File: config.mk
export PLATFORM = sky130hd
export DESIGN_NAME = saturating_sub_pipe
export DESIGN_NICKNAME = d
export VERILOG_FILES = /design/src/rtl/sat_arith_pkg.sv /design/src/rtl/sat_event_counter.sv /design/src/rtl/saturating_sub_pipe.sv
export SDC_FILE = /design/constraint.sdc
export NUM_CORES = 1
export LEC_CHECK = 0
export BUFFER_PORTS_ARGS = -buffer_cell sky130_fd_sc_hd__buf_2
export CORE_MARGIN = 4
export CORE_UTILIZATION = 48
export DETAILED_ROUTE_END_ITERATION = 10
export GPL_TIMING_DRIVEN = 0
export MAX_ROUTING_LAYER = met4
export PLACE_DENSITY = 0.76
export REMOVE_ABC_BUFFERS = 1
export SYNTH_ARGS = -nofsm -noshare
export SYNTH_HDL_FRONTEND = slang
export SYNTH_SLANG_ARGS = --single-unit
File: constraint.sdc
create_clock -name clk -period 1.48 [get_ports clk]
set_input_delay 0.074 -clock clk [delete_from_list [all_inputs] [get_ports clk]]
set_output_delay 0.074 -clock clk [all_outputs]
set_load 0.005 [all_outputs]
File: src/rtl/sat_arith_pkg.sv
// sat_arith_pkg
// Shared signed-saturation helpers for the saturating adder/subtractor pair.
// A result arrives as an exact (w+1)-bit value, sign-extended to 65 bits;
// the helpers decide whether it fits in w bits and clamp it if not.
// Supported widths: 2..63 (the 65-bit carrier must hold w+1 bits plus
// extension).
package sat_arith_pkg;

  // Largest positive value of a w-bit signed number, in a 64-bit carrier.
  function automatic logic [63:0] sat_max(input int w);
    return (64'd1 << (w - 1)) - 64'd1;
  endfunction

  // Most negative value of a w-bit signed number.
  // Only the low w bits are meaningful; the upper bits are a sign extension.
  function automatic logic [63:0] sat_min(input int w);
    return ~sat_max(w);
  endfunction

  // The exact result overflowed upward: the guard bit (w) is 0 and the
  // w-bit sign bit (w-1) is 1.
  function automatic logic sat_is_ovf(input logic [64:0] d, input int w);
    return (((d >> w) & 65'd1) == 65'd0) && (((d >> (w - 1)) & 65'd1) != 65'd0);
  endfunction

  // The exact result overflowed downward: the guard bit is 1 and the
  // w-bit sign bit is 0.
  function automatic logic sat_is_unf(input logic [64:0] d, input int w);
    return (((d >> w) & 65'd1) != 65'd0) && (((d >> (w - 1)) & 65'd1) == 65'd0);
  endfunction

  // Clamped value.  The caller keeps the low w bits.
  function automatic logic [63:0] saturate(input logic [64:0] d, input int w);
    if (sat_is_ovf(d, w)) begin
      return sat_max(w);
    end else if (sat_is_unf(d, w)) begin
      return sat_min(w);
    end
    return d[63:0];
  endfunction

endpackage

File: src/rtl/sat_event_counter.sv
// sat_event_counter
// Counts single-cycle events and sticks at its all-ones value instead of
// wrapping.  A clear takes priority over a simultaneous increment.
// Ports:
//   clk, rst  clock and synchronous active-high reset
//   clr       clear the count to zero
//   inc       count one event this cycle
//   cnt       current count
module sat_event_counter #(
  parameter int CNT_W = 16
) (
  input  logic             clk,
  input  logic             rst,
  input  logic             clr,
  input  logic             inc,
  output logic [CNT_W-1:0] cnt
);

  localparam logic [CNT_W-1:0] CNT_MAX = '1;

  always_ff @(posedge clk) begin
    if (rst || clr) begin
      cnt <= '0;
    end else if (inc && (cnt != CNT_MAX)) begin
      cnt <= cnt + 1'b1;
    end
  end

endmodule

File: src/rtl/saturating_sub_pipe.sv
// saturating_sub_pipe
// Streaming signed saturating subtractor: z = clamp(a - b) to WIDTH bits.
// The pipeline has two stages and holds at most two entries.
//   stage 1: exact (WIDTH+1)-bit difference
//   stage 2: clamped result and flags, which drive the outputs directly
// Handshake: data moves on a port when valid & ready are both high in the
// same cycle.  A valid source keeps its data stable until that happens.
//   input side:  in_valid / in_ready.
//                in_ready is combinational from out_ready.
//   output side: out_valid / out_ready.
//                out_valid, z, ovf and unf come straight from registers.
// Ports:
//   clk, rst            clock, synchronous active-high reset
//   in_valid, in_ready  operand handshake
//   a, b                minuend, subtrahend (signed)
//   out_valid, out_ready  result handshake
//   z                   saturated difference (signed)
//   ovf, unf            z clamped to MAX / MIN
//   clr_cnt, sat_cnt    clear / count of delivered saturated results
module saturating_sub_pipe
  import sat_arith_pkg::*;
#(
  parameter int WIDTH = 8,
  parameter int CNT_W = 16
) (
  input  logic                    clk,
  input  logic                    rst,
  input  logic                    in_valid,
  output logic                    in_ready,
  input  logic signed [WIDTH-1:0] a,
  input  logic signed [WIDTH-1:0] b,
  output logic                    out_valid,
  input  logic                    out_ready,
  output logic signed [WIDTH-1:0] z,
  output logic                    ovf,
  output logic                    unf,
  input  logic                    clr_cnt,
  output logic [CNT_W-1:0]        sat_cnt
);

  logic             s1_valid;
  logic [WIDTH:0]   s1_diff;
  logic [WIDTH:0]   diff_next;
  logic [64:0]      diff_ext;
  logic             s2_load;
  logic             s1_load;
  logic             sat_event;

  // Each stage may load when it is empty or when its current content leaves
  // this cycle.  Because of this, a full pipe can deliver and accept in the
  // same cycle.
  assign s2_load  = ~out_valid | out_ready;
  assign s1_load  = ~s1_valid | s2_load;
  assign in_ready = s1_load;

  // One guard bit makes the difference exact for every operand pair.
  assign diff_next = {a[WIDTH-1], a} - {b[WIDTH-1], b};
  assign diff_ext  = {{(64 - WIDTH){s1_diff[WIDTH]}}, s1_diff};

  always_ff @(posedge clk) begin
    if (rst) begin
      s1_valid  <= 1'b0;
      s1_diff   <= '0;
      out_valid <= 1'b0;
      z         <= '0;
      ovf       <= 1'b0;
      unf       <= 1'b0;
    end else begin
      if (s2_load) begin
        out_valid <= s1_valid;
        if (s1_valid) begin
          z   <= WIDTH'(saturate(diff_ext, WIDTH));
          ovf <= sat_is_ovf(diff_ext, WIDTH);
          unf <= sat_is_unf(diff_ext, WIDTH);
        end
      end
      if (s1_load) begin
        s1_valid <= in_valid;
        if (in_valid) begin
          s1_diff <= diff_next;
        end
      end
    end
  end

  // A result is counted only when it is actually handed downstream.
  assign sat_event = out_valid & out_ready & (ovf | unf);

  sat_event_counter #(
    .CNT_W(CNT_W)
  ) u_sat_event_counter (
    .clk(clk),
    .rst(rst),
    .clr(clr_cnt),
    .inc(sat_event),
    .cnt(sat_cnt)
  );

endmodule

==> out/qor.yml, run 1 <==
drv_slew: 0
grtUsageTotal: 0.170
drive_gt1_frac: 0.344
io-pin-count: 49
die_w_um: 72.5
antenna_found_initial: 0
layout.cells.non_filler: 341
cts_tree: "yes"
critical_path_class: "register to register"
final-setup-viol-count: 4
hpwlAfterDp_um: 2910
end_kind: "register"
cts.sinks: 37
nFillCells: 348
start_util: 0.499
wire_per_inst_um: 12.5
cts_buffer_depth: 2
dieArea_mm2: 0.00526
synth_seq_cells: 37
cts_hold_buf: 0
required_ns: 1.64
place_area_mm2: 0.00224
final_area_mm2: 0.00254
fin_crit_sh: 1.03
cts_root_buf: "clkbuf_8"
finalCriticalPeriod_ns: 1.52
routed_via_density: 5.32
diodes: 0
core_area_mm2: 0.00400
finalSetupTns_ns: -0.0862
whs_path_depth: 3
skew_ns: 0.00255
max_stage_delay_ns: 0.37
io_buffers: 48
ys_warn_count: 0
holdWs_ns: 0.0521
power.density_mw_per_mm2: 858
syn_to_final_growth_pct: 27.4
clk_latency_ns: 0.28
timing.rr.start: "unf"
worst-path-buf-inv: 1
critPathMaxFanout: 4
p_leak_nw: 1.10
irDropWorstVdd_v: 0.000363
drc: 0
rows: 23
die_h_um: 72.5
grt_max_degree: 30
ys_seq_area_frac: 0.371
r2r_slack_ns: -0.04
grt_pass1_wl_um: 7000
rsz0062_at_grt: "yes"
yosysUniqueCellTypes: 46
holdPathEnd: "s1_valid"
nets: 323
tightest_slew_ns: 0.482
vias: 1813
max-cap-violations: 0
hp-start: "in_valid"
critPathArrivalTime_ns: 1.68
status: "complete, but fails checks"
crit_family: "simple AND/OR/NAND/NOR gates"
violations: "setup timing"
gr-total-overflow: 0
place_congestion: 0.786
finalHoldViolCount: 0
syn_area_mm2: 0.00200
fmax_ghz: 0.659
rr_worst_depth: 6
first_global_vias: 1630
ant_nets: 0
path_cells: "o211ai_1, nor4_4, buf_4, nand3_2, xor2_1, nor2_1"
synth_area_per_cell_um2: 8.43
finalWorstSetupSlack_ns: -0.0385
syn_inst: 237
crit_cells: 6
slowest_stage: "nor4_4"
r2r-end: "u_sat_event_counter.cnt[9]"
max_slew_margin: 0.679
hold_class: "input pin to register"
clk_pin_slew_ns: 0.07
drtIter0Drc: 75
cts_made_buffers: 5
dr.pass1.iters: 4
drt-total-wl_um: 4280
dp.cells: 322
startpoint_type: "register"
cts.htree.levels: 2
cells in the mapped netlist, drive strengths merged:
master   instances  share of area
a21boi           1         0.0038
xor2             8          0.035
a211oi          11          0.041
clkbuf           6          0.011
nor3b            1         0.0038
xnor2            4          0.018
dfxtp           37           0.37
o31a             2         0.0088
a21oi           16          0.040
and3             4          0.013
a221o            1         0.0050
o211a            1         0.0050
o22ai            1         0.0031
or2              1         0.0031
nor3             3         0.0075
o21a             2         0.0075
nor2            37          0.070
or4              3          0.011
mux2i            3          0.015
or3              2         0.0063
nor4b            4          0.021
fa               1          0.010
nand4            8          0.025
a221oi           1         0.0044
a31oi            2         0.0063
buf              7          0.020
and4             4          0.019
a21o             1         0.0038
nand2b           1         0.0031
o21ai            8          0.020
inv             14          0.026
nand3            9          0.023
o211ai           1         0.0038
a2111oi          1         0.0075
nand3b           1         0.0038
nand2            9          0.017
ha              11          0.069
nor4             3          0.017
nor2b            7          0.022
placed cells by master, fill, tap and decap left out, types with 6 or more instances in the layout:
| master | instances |
|---|---|
| nand4_1 | 8 |
| clkbuf_8 | 7 |
| a21oi_1 | 15 |
| inv_1 | 14 |
| buf_4 | 11 |
| nand3_1 | 6 |
| dfxtp_2 | 9 |
| nor2_1 | 37 |
| buf_2 | 48 |
| a211oi_1 | 11 |
| nand2_1 | 8 |
| dfxtp_1 | 27 |
| ha_1 | 8 |
| xor2_1 | 8 |
flip-flops by register name (all words and copies together), names as in the netlist:
| signal | count |
|---|---|
| out_valid | 1 |
| unf | 1 |
| z | 8 |
| u_sat_event_counter.cnt | 16 |
| s1_diff | 9 |
| s1_valid | 1 |
| ovf | 1 |
worst reg2reg max path, cell delays in order (launching register included):
cell,delay [ns]
dfxtp_2,0.35
o211ai_1,0.20
nor4_4,0.37
buf_4,0.18
nand3_2,0.08
xor2_1,0.16
nor2_1,0.06
report_power, final:
| group | internal [mW] | switching, mW |
|---|---|---|
| clock network | 0.421 | 0.340 |
| registers | 1.04 | 0.0289 |
| logic | 0.168 | 0.184 |
| total | 1.63 | 0.554 |
logic make-up after synthesis:
kind of cell,Yosys count,synth area share
flip-flops,37,0.371
AO/OA/AOI/OAI,49,0.160
XOR/XNOR,12,0.0526
buffers and inverters,27,0.0576
adder cells (fa/ha/maj),12,0.0789
multiplexers,3,0.0150
AND/OR/NAND/NOR,97,0.264
timing repair:
item | CTS | global route
pin swaps | 5 | 14
buffers inserted | 5 | 6
cloned | 0 | 0
resized for setup | 14 | 25
endpoints found under the setup margin | 32 | 17
layer usage:
layer,track usage,share of wire
met5,-,0
met4,0.0697,0.011
met3,0.0416,0.056
met2,0.283,0.50
met1,0.195,0.44
how the worst max path moves through the flow:
stage                                          start                          end
after floorplan                                 a[0]                   s1_diff[6]
after detailed placement                   out_valid                          unf
after global routing                       out_valid   u_sat_event_counter.cnt[9]
final                                            unf   u_sat_event_counter.cnt[9]
after CTS                 u_sat_event_counter.cnt[1]  u_sat_event_counter.cnt[14]
after global placement                     out_valid                          unf
layout make-up:
class	count	area, um2	share of cell area
clock inverters	1	5.00	0.00197
clock buffers	7	96.3	0.0379
flip-flops and latches	37	756	0.297
multi-input cells	173	1250	0.491
inverters	14	52.6	0.0207
repair buffers	59	323	0.127
well taps	50	62.6	0.0246
stage by stage:
step                      setup WS, ns  power [mW]  utilization
after CTS                      -0.0434        2.18        0.604
after global routing            -0.119        2.30        0.636
after detailed placement        -0.395        1.40        0.559
after floorplan                 -0.112        1.30            -
final                          -0.0385        2.18        0.636
after global placement          -0.318        1.39        0.559
(Power assumes the default switching activity.)
==> inputs of run 2 (changes only) <==
- GPL_TIMING_DRIVEN: 0 -> 1
==> run 2 against run 1 <==
Effect of this change: the flow now finishes without violations; critical path depth decreased by 1; sequential cell count unchanged; largest power group unchanged; die area unchanged; worst hold slack got worse by 0.027 ns.
==> out/qor.yml, run 2 (synthesized netlist as in run 1, its figures left out) <==
status: "completed"
grt_max_degree: 22  # -27%
required_ns: 1.71  # +0.07 ns
rsz0062_at_grt: "yes"
hold_class: "input pin to register"
ant_nets: 0  # unchanged
start_util: 0.499  # unchanged
holdWs_ns: 0.0250  # -0.0271 ns
rows: 23  # unchanged
final-setup-viol-count: 0  # -4
end_kind: "register"
cts.htree.levels: 2  # unchanged
tightest_slew_ns: 0.444  # -0.0378 ns
place_congestion: 0.802  # +2.0%
critPathMaxFanout: 6  # +2
syn_to_final_growth_pct: 33.6
top_regs: "u_sat_event_counter.cnt x16, s1_diff x9, z x8"
skew_ns: 0.00420  # +0.00165 ns
cts.sinks: 37  # unchanged
drc: 0  # unchanged
nets: 344  # +6.5%
grtUsageTotal: 0.184  # +0.0143
drive_gt1_frac: 0.365  # +0.0217
first_global_vias: 1785  # +9.5%
finalCriticalPeriod_ns: 1.45  # -0.0687 ns
whs_path_depth: 3  # unchanged
fmax_ghz: 0.690  # +4.7%
top_register: "u_sat_event_counter.cnt"
io_buffers: 48  # unchanged
layout_common_cells: "48 x buf_2, 37 x nor2_1, 32 x buf_4"
io-pin-count: 49  # unchanged
hpwlAfterDp_um: 3360  # +15%
cts_made_buffers: 5  # unchanged
cts_buffer_depth: 2  # unchanged
drtIter0Drc: 49  # -35%
finalSetupTns_ns: 0  # +0.0862 ns
diodes: 0  # unchanged
drt-total-wl_um: 4490  # +4.9%
grt_pass1_wl_um: 7530  # +7.6%
dp_slack_ns: -0.247  # +0.149 ns
clk_latency_ns: 0.29  # about the same
clk_pin_slew_ns: 0.07  # about the same
power.density_mw_per_mm2: 884  # +3.0%
routed_via_density: 5.30  # -0.35%
layout_commonest_cell: "buf_2"
irDropWorstVdd_v: 0.000424  # +17%
finalHoldViolCount: 0  # unchanged
critical_path_class: "register to register"
startpoint_type: "register"
antenna_found_initial: 0  # unchanged
cts_tree: "yes"
max_slew_margin: 0.702  # +0.0239
p_leak_nw: 1.20  # +9.3%
core_area_mm2: 0.00400  # unchanged
dr.pass1.iters: 4  # unchanged
fin_crit_sh: 0.980  # -0.0464
die_w_um: 72.5  # unchanged
cts_root_buf: "clkbuf_8"
critPathArrivalTime_ns: 1.68  # about the same
dieArea_mm2: 0.00526  # unchanged
rr_worst_depth: 5  # -1
gr-total-overflow: 0  # unchanged
largest_reg_flops: 16  # unchanged
drv_slew: 0  # unchanged
place_area_mm2: 0.00246  # +10%
max-cap-violations: 0  # unchanged
finalWorstSetupSlack_ns: 0.0302  # +0.0687 ns
final_area_mm2: 0.00267  # +4.9%
vias: 1918  # +5.8%
wire_per_inst_um: 12.4  # -1.2%
die_h_um: 72.5  # unchanged
run 2: changes by cell type in the layout (fill, tap and decap cells not counted), sizes merged:
cell | before | now
buf | 59 | 80
bufinv | 0 | 1
clkbuf | 7 | 6
clkinv | 1 | 0
clkinvlp | 0 | 1
run 2: final timing paths:
check	end	slack, ns	from
worst min-delay path	s1_valid	0.02	in_valid
worst max-delay path	u_sat_event_counter.cnt[14]	0.03	u_sat_event_counter.cnt[1]
worst min register to register	out_valid	0.50	s1_valid
worst max register to register	u_sat_event_counter.cnt[14]	0.03	u_sat_event_counter.cnt[1]
run 2: what timing repair did:
action / in CTS / in global routing
setup endpoints to repair: 12 / 24
hold buffers: 0 / 0
gates resized for setup: 5 / 19
pin swaps: 4 / 12
hold endpoints to repair: 0 / 0
buffers inserted: 0 / 2
run 2: power breakdown:
group / leakage, nW / internal, mW / switching (mW) / total (mW)
Clock: 0.0574 / 0.548 / 0.364 / 0.912
Combinational: 0.837 / 0.187 / 0.191 / 0.378
Sequential: 0.306 / 1.04 / 0.0276 / 1.07
run 2: cell type report:
cell class                 count  area, um2
timing repair buffer          80        480
multi-input combinational    173       1200
clock inverter                 2       37.5
sequential                    37        753
clock buffer                   6       82.6
tap                           50       62.6
fill                         345       1330
inverter                      14       52.6
run 2: layer usage:
layer / part of all wire / track usage / vias to the layer above
li1: - / - / 989
met1: 0.43 / 0.196 / 874
met2: 0.50 / 0.329 / 48
met3: 0.054 / 0.0443 / 7
met4: 0.019 / 0.0697 / 0
met5: 0 / - / -
run 2: worst max-delay path, cell delays in order, from the launching register on:
cell and delay, ns:
dfxtp_2 0.36, ha_4 0.13, and4_4 0.24, nand4_1 0.13, or3_1 0.42, a21oi_2 0.12
run 2: per-stage QoR:
| step | power (mW) | instances | util |
|---|---|---|---|
| after global routing | 2.47 | 362 | 0.667 |
| after CTS | 2.36 | 360 | 0.649 |
| after global placement | 1.44 | 352 | 0.616 |
| after detailed placement | 1.45 | 352 | 0.616 |
| after floorplan | 1.30 | 224 | - |
| final | 2.36 | 362 | 0.667 |
==> inputs of run 3 (changes only) <==
- CORE_UTILIZATION: 48 -> 50
- CTS_BUF_LIST: not set -> sky130_fd_sc_hd__clkbuf_4
- PLACE_DENSITY: 0.76 -> 0.78
==> run 3 against run 2 <==
Effect of this change: the run now ends with setup timing left; largest cell class unchanged; non-clock buffer count grew 6; routed wire length grew 3.3%; cell count grew 1.1%; highest routed layer unchanged; total power shrank 9.2%; sequential share of layout area shrank 0.10 points; global-route usage grew 0.93 points; critical path depth grew 1; register-to-register slack lost 0.03 ns; cell area shrank 0.14%.
==> out/qor.yml, run 3 (synthesized netlist as in run 1, its figures left out) <==
p_sw_frac: 0.252  # +0.00443
p_comb_frac: 0.180  # +0.020
drive_gt1_frac: 0.362  # -0.00375
end_kind: "register"
fin_crit_sh: 1.00  # +0.0220
vias: 1962  # +2.3%
skew_ns: 0.00890  # +0.00470 ns
required_ns: 1.71  # about the same
drt-total-wl_um: 4630  # +3.3%
top_register: "u_sat_event_counter.cnt"
fmax_ghz: 0.675  # -2.2%
cts.htree.levels: 2  # unchanged
cts_made_buffers: 5  # unchanged
rows: 22  # -4.3%
whs_path_depth: 4  # +1
diodes: 0  # unchanged
cts_root_buf: "clkbuf_4"
finalWorstSetupSlack_ns: -0.00233  # -0.0325 ns
p_leak_nw: 1.22  # +1.6%
start_util: 0.530  # +0.0303
layout.cells.non_filler: 366  # +1.1%
dieArea_mm2: 0.00507  # -3.6%
holdPathEnd: "out_valid"
nets: 350  # +1.7%
layout_commonest_cell: "buf_2"
hp-start: "out_ready"
hpwlAfterDp_um: 3430  # +2.2%
final-setup-viol-count: 1  # +1
pwr-share-clk: 0.323  # -0.064
largest_reg_flops: 16  # unchanged
irDropWorstVdd_v: 0.000432  # +1.7%
core_area_mm2: 0.00377  # -5.7%
first_global_vias: 1787  # +0.11%
finalCriticalPeriod_ns: 1.48  # +0.0325 ns
r2r_slack_ns: -0.002  # -0.03 ns
tightest_slew_ns: 0.475  # +0.0309 ns
io-pin-count: 49  # unchanged
p_int_mw: 1.60  # -9.7%
ant_nets: 0  # unchanged
power_mw: 2.14  # -9.2%
gr-total-overflow: 0  # unchanged
rsz0062_at_grt: "yes"
startpoint_type: "register"
io_buffers: 48  # unchanged
nFillCells: 311  # -9.9%
clk_latency_ns: 0.34  # +0.05 ns
grt_pass1_wl_um: 7730  # +2.7%
layout_common_cells: "48 x buf_2, 37 x nor2_1, 37 x buf_4"
routed_via_density: 5.36  # +1.2%
finalSetupTns_ns: -0.00233  # -0.00233 ns
cts.sinks: 37  # unchanged
status: "complete, but fails checks"
die_h_um: 71.2  # -1.8%
dr.pass1.iters: 4  # unchanged
power.density_mw_per_mm2: 804  # -9.1%
finalHoldViolCount: 0  # unchanged
place_congestion: 0.745  # -7.1%
grt_max_degree: 30  # +36%
hold_class: "input pin to register"
clk_pin_slew_ns: 0.10  # +0.03 ns
syn_to_final_growth_pct: 33.5
cts_tree: "yes"
r2r-end: "u_sat_event_counter.cnt[2]"
critPathMaxFanout: 5  # -1
cts_buffer_depth: 2  # unchanged
seq_power_share: 0.497  # +0.044
drv_slew: 0  # unchanged
critPathArrivalTime_ns: 1.71  # +0.03 ns
dp.cells: 355  # +0.85%
grtUsageTotal: 0.193  # +0.00925
switchingPower_mw: 0.539  # -7.6%
rr_worst_depth: 6  # +1
max_slew_margin: 0.683  # -0.0193
die_w_um: 71.2  # -1.8%
drc: 0  # unchanged
top_regs: "u_sat_event_counter.cnt x16, s1_diff x9, z x8"
antenna_found_initial: 0  # unchanged
drtIter0Drc: 125  # +160%
max-cap-violations: 0  # unchanged
wire_per_inst_um: 12.7  # +2.1%
violations: "setup timing"
critical_path_class: "register to register"
timing.rr.start: "u_sat_event_counter.cnt[1]"
==> run 3: per-layer routing <==
| metal | track usage | part of all wire |
|---|---|---|
| met1 | 0.219 | 0.42 |
| met2 | 0.313 | 0.50 |
| met3 | 0.0511 | 0.067 |
| met4 | 0.0960 | 0.016 |
| met5 | - | 0 |
==> run 3: metrics by stage <==
step                hold slack [ns]  worst slack, ns  instance area, um2  utilization
detailed placement            0.326           -0.286                2500        0.662
global route                 0.0979          -0.0904                2670        0.707
CTS                          0.0777          0.00232                2620        0.694
finish                       0.0912         -0.00233                2670        0.707
global placement              0.323           -0.234                2500        0.662
floorplan                     0.143           -0.112                1930            -
==> run 3: final cells by class <==
| class | count | area (um2) | area share |
|---|---|---|---|
| clock buffers | 6 | 45.0 | 0.0169 |
| clock inverters | 2 | 33.8 | 0.0127 |
| well taps | 48 | 60.1 | 0.0225 |
| multi-input cells | 173 | 1200 | 0.449 |
| repair buffers | 86 | 528 | 0.198 |
| inverters | 14 | 52.6 | 0.0197 |
| flip-flops and latches | 37 | 749 | 0.281 |
==> run 3: repair_timing <==
item / in CTS / in global routing
setup buffers: 0 / 2
endpoints found under the hold margin: 1 / 0
pin swaps: 5 / 9
hold buffers: 1 / 0
gates resized for setup: 9 / 13
endpoints found under the setup margin: 18 / 22
==> run 3: critical path: stages (launching register included) <==
cell and delay (ns):
dfxtp_2 0.37, ha_4 0.13, and4_4 0.26, nand4_1 0.18, and3_1 0.24, xnor2_1 0.14, nor2_1 0.06
==> run 3: worst max path at each step <==
stage / from / endpoint / slack [ns] / cells past startpoint
after global placement: a[0] / s1_diff[6] / -0.23 / 9
final: u_sat_event_counter.cnt[1] / u_sat_event_counter.cnt[2] / -0.002 / 6
after detailed placement: a[0] / s1_diff[6] / -0.29 / 9
after global routing: unf / u_sat_event_counter.cnt[13] / -0.09 / 5
after floorplan: a[0] / s1_diff[6] / -0.11 / 8
after CTS: u_sat_event_counter.cnt[0] / u_sat_event_counter.cnt[2] / 0.002 / 6
==> run 3: power groups by stage <==
stage          logic [mW]  registers [mW]  clock network, mW
3_5_place_dp        0.372            1.09                  0
4_1_cts             0.377            1.06              0.714
6_report            0.386            1.06              0.691
5_1_grt             0.434            1.07              0.763
3_3_place_gp        0.361            1.09                  0
2_1_floorplan       0.213            1.09                  0
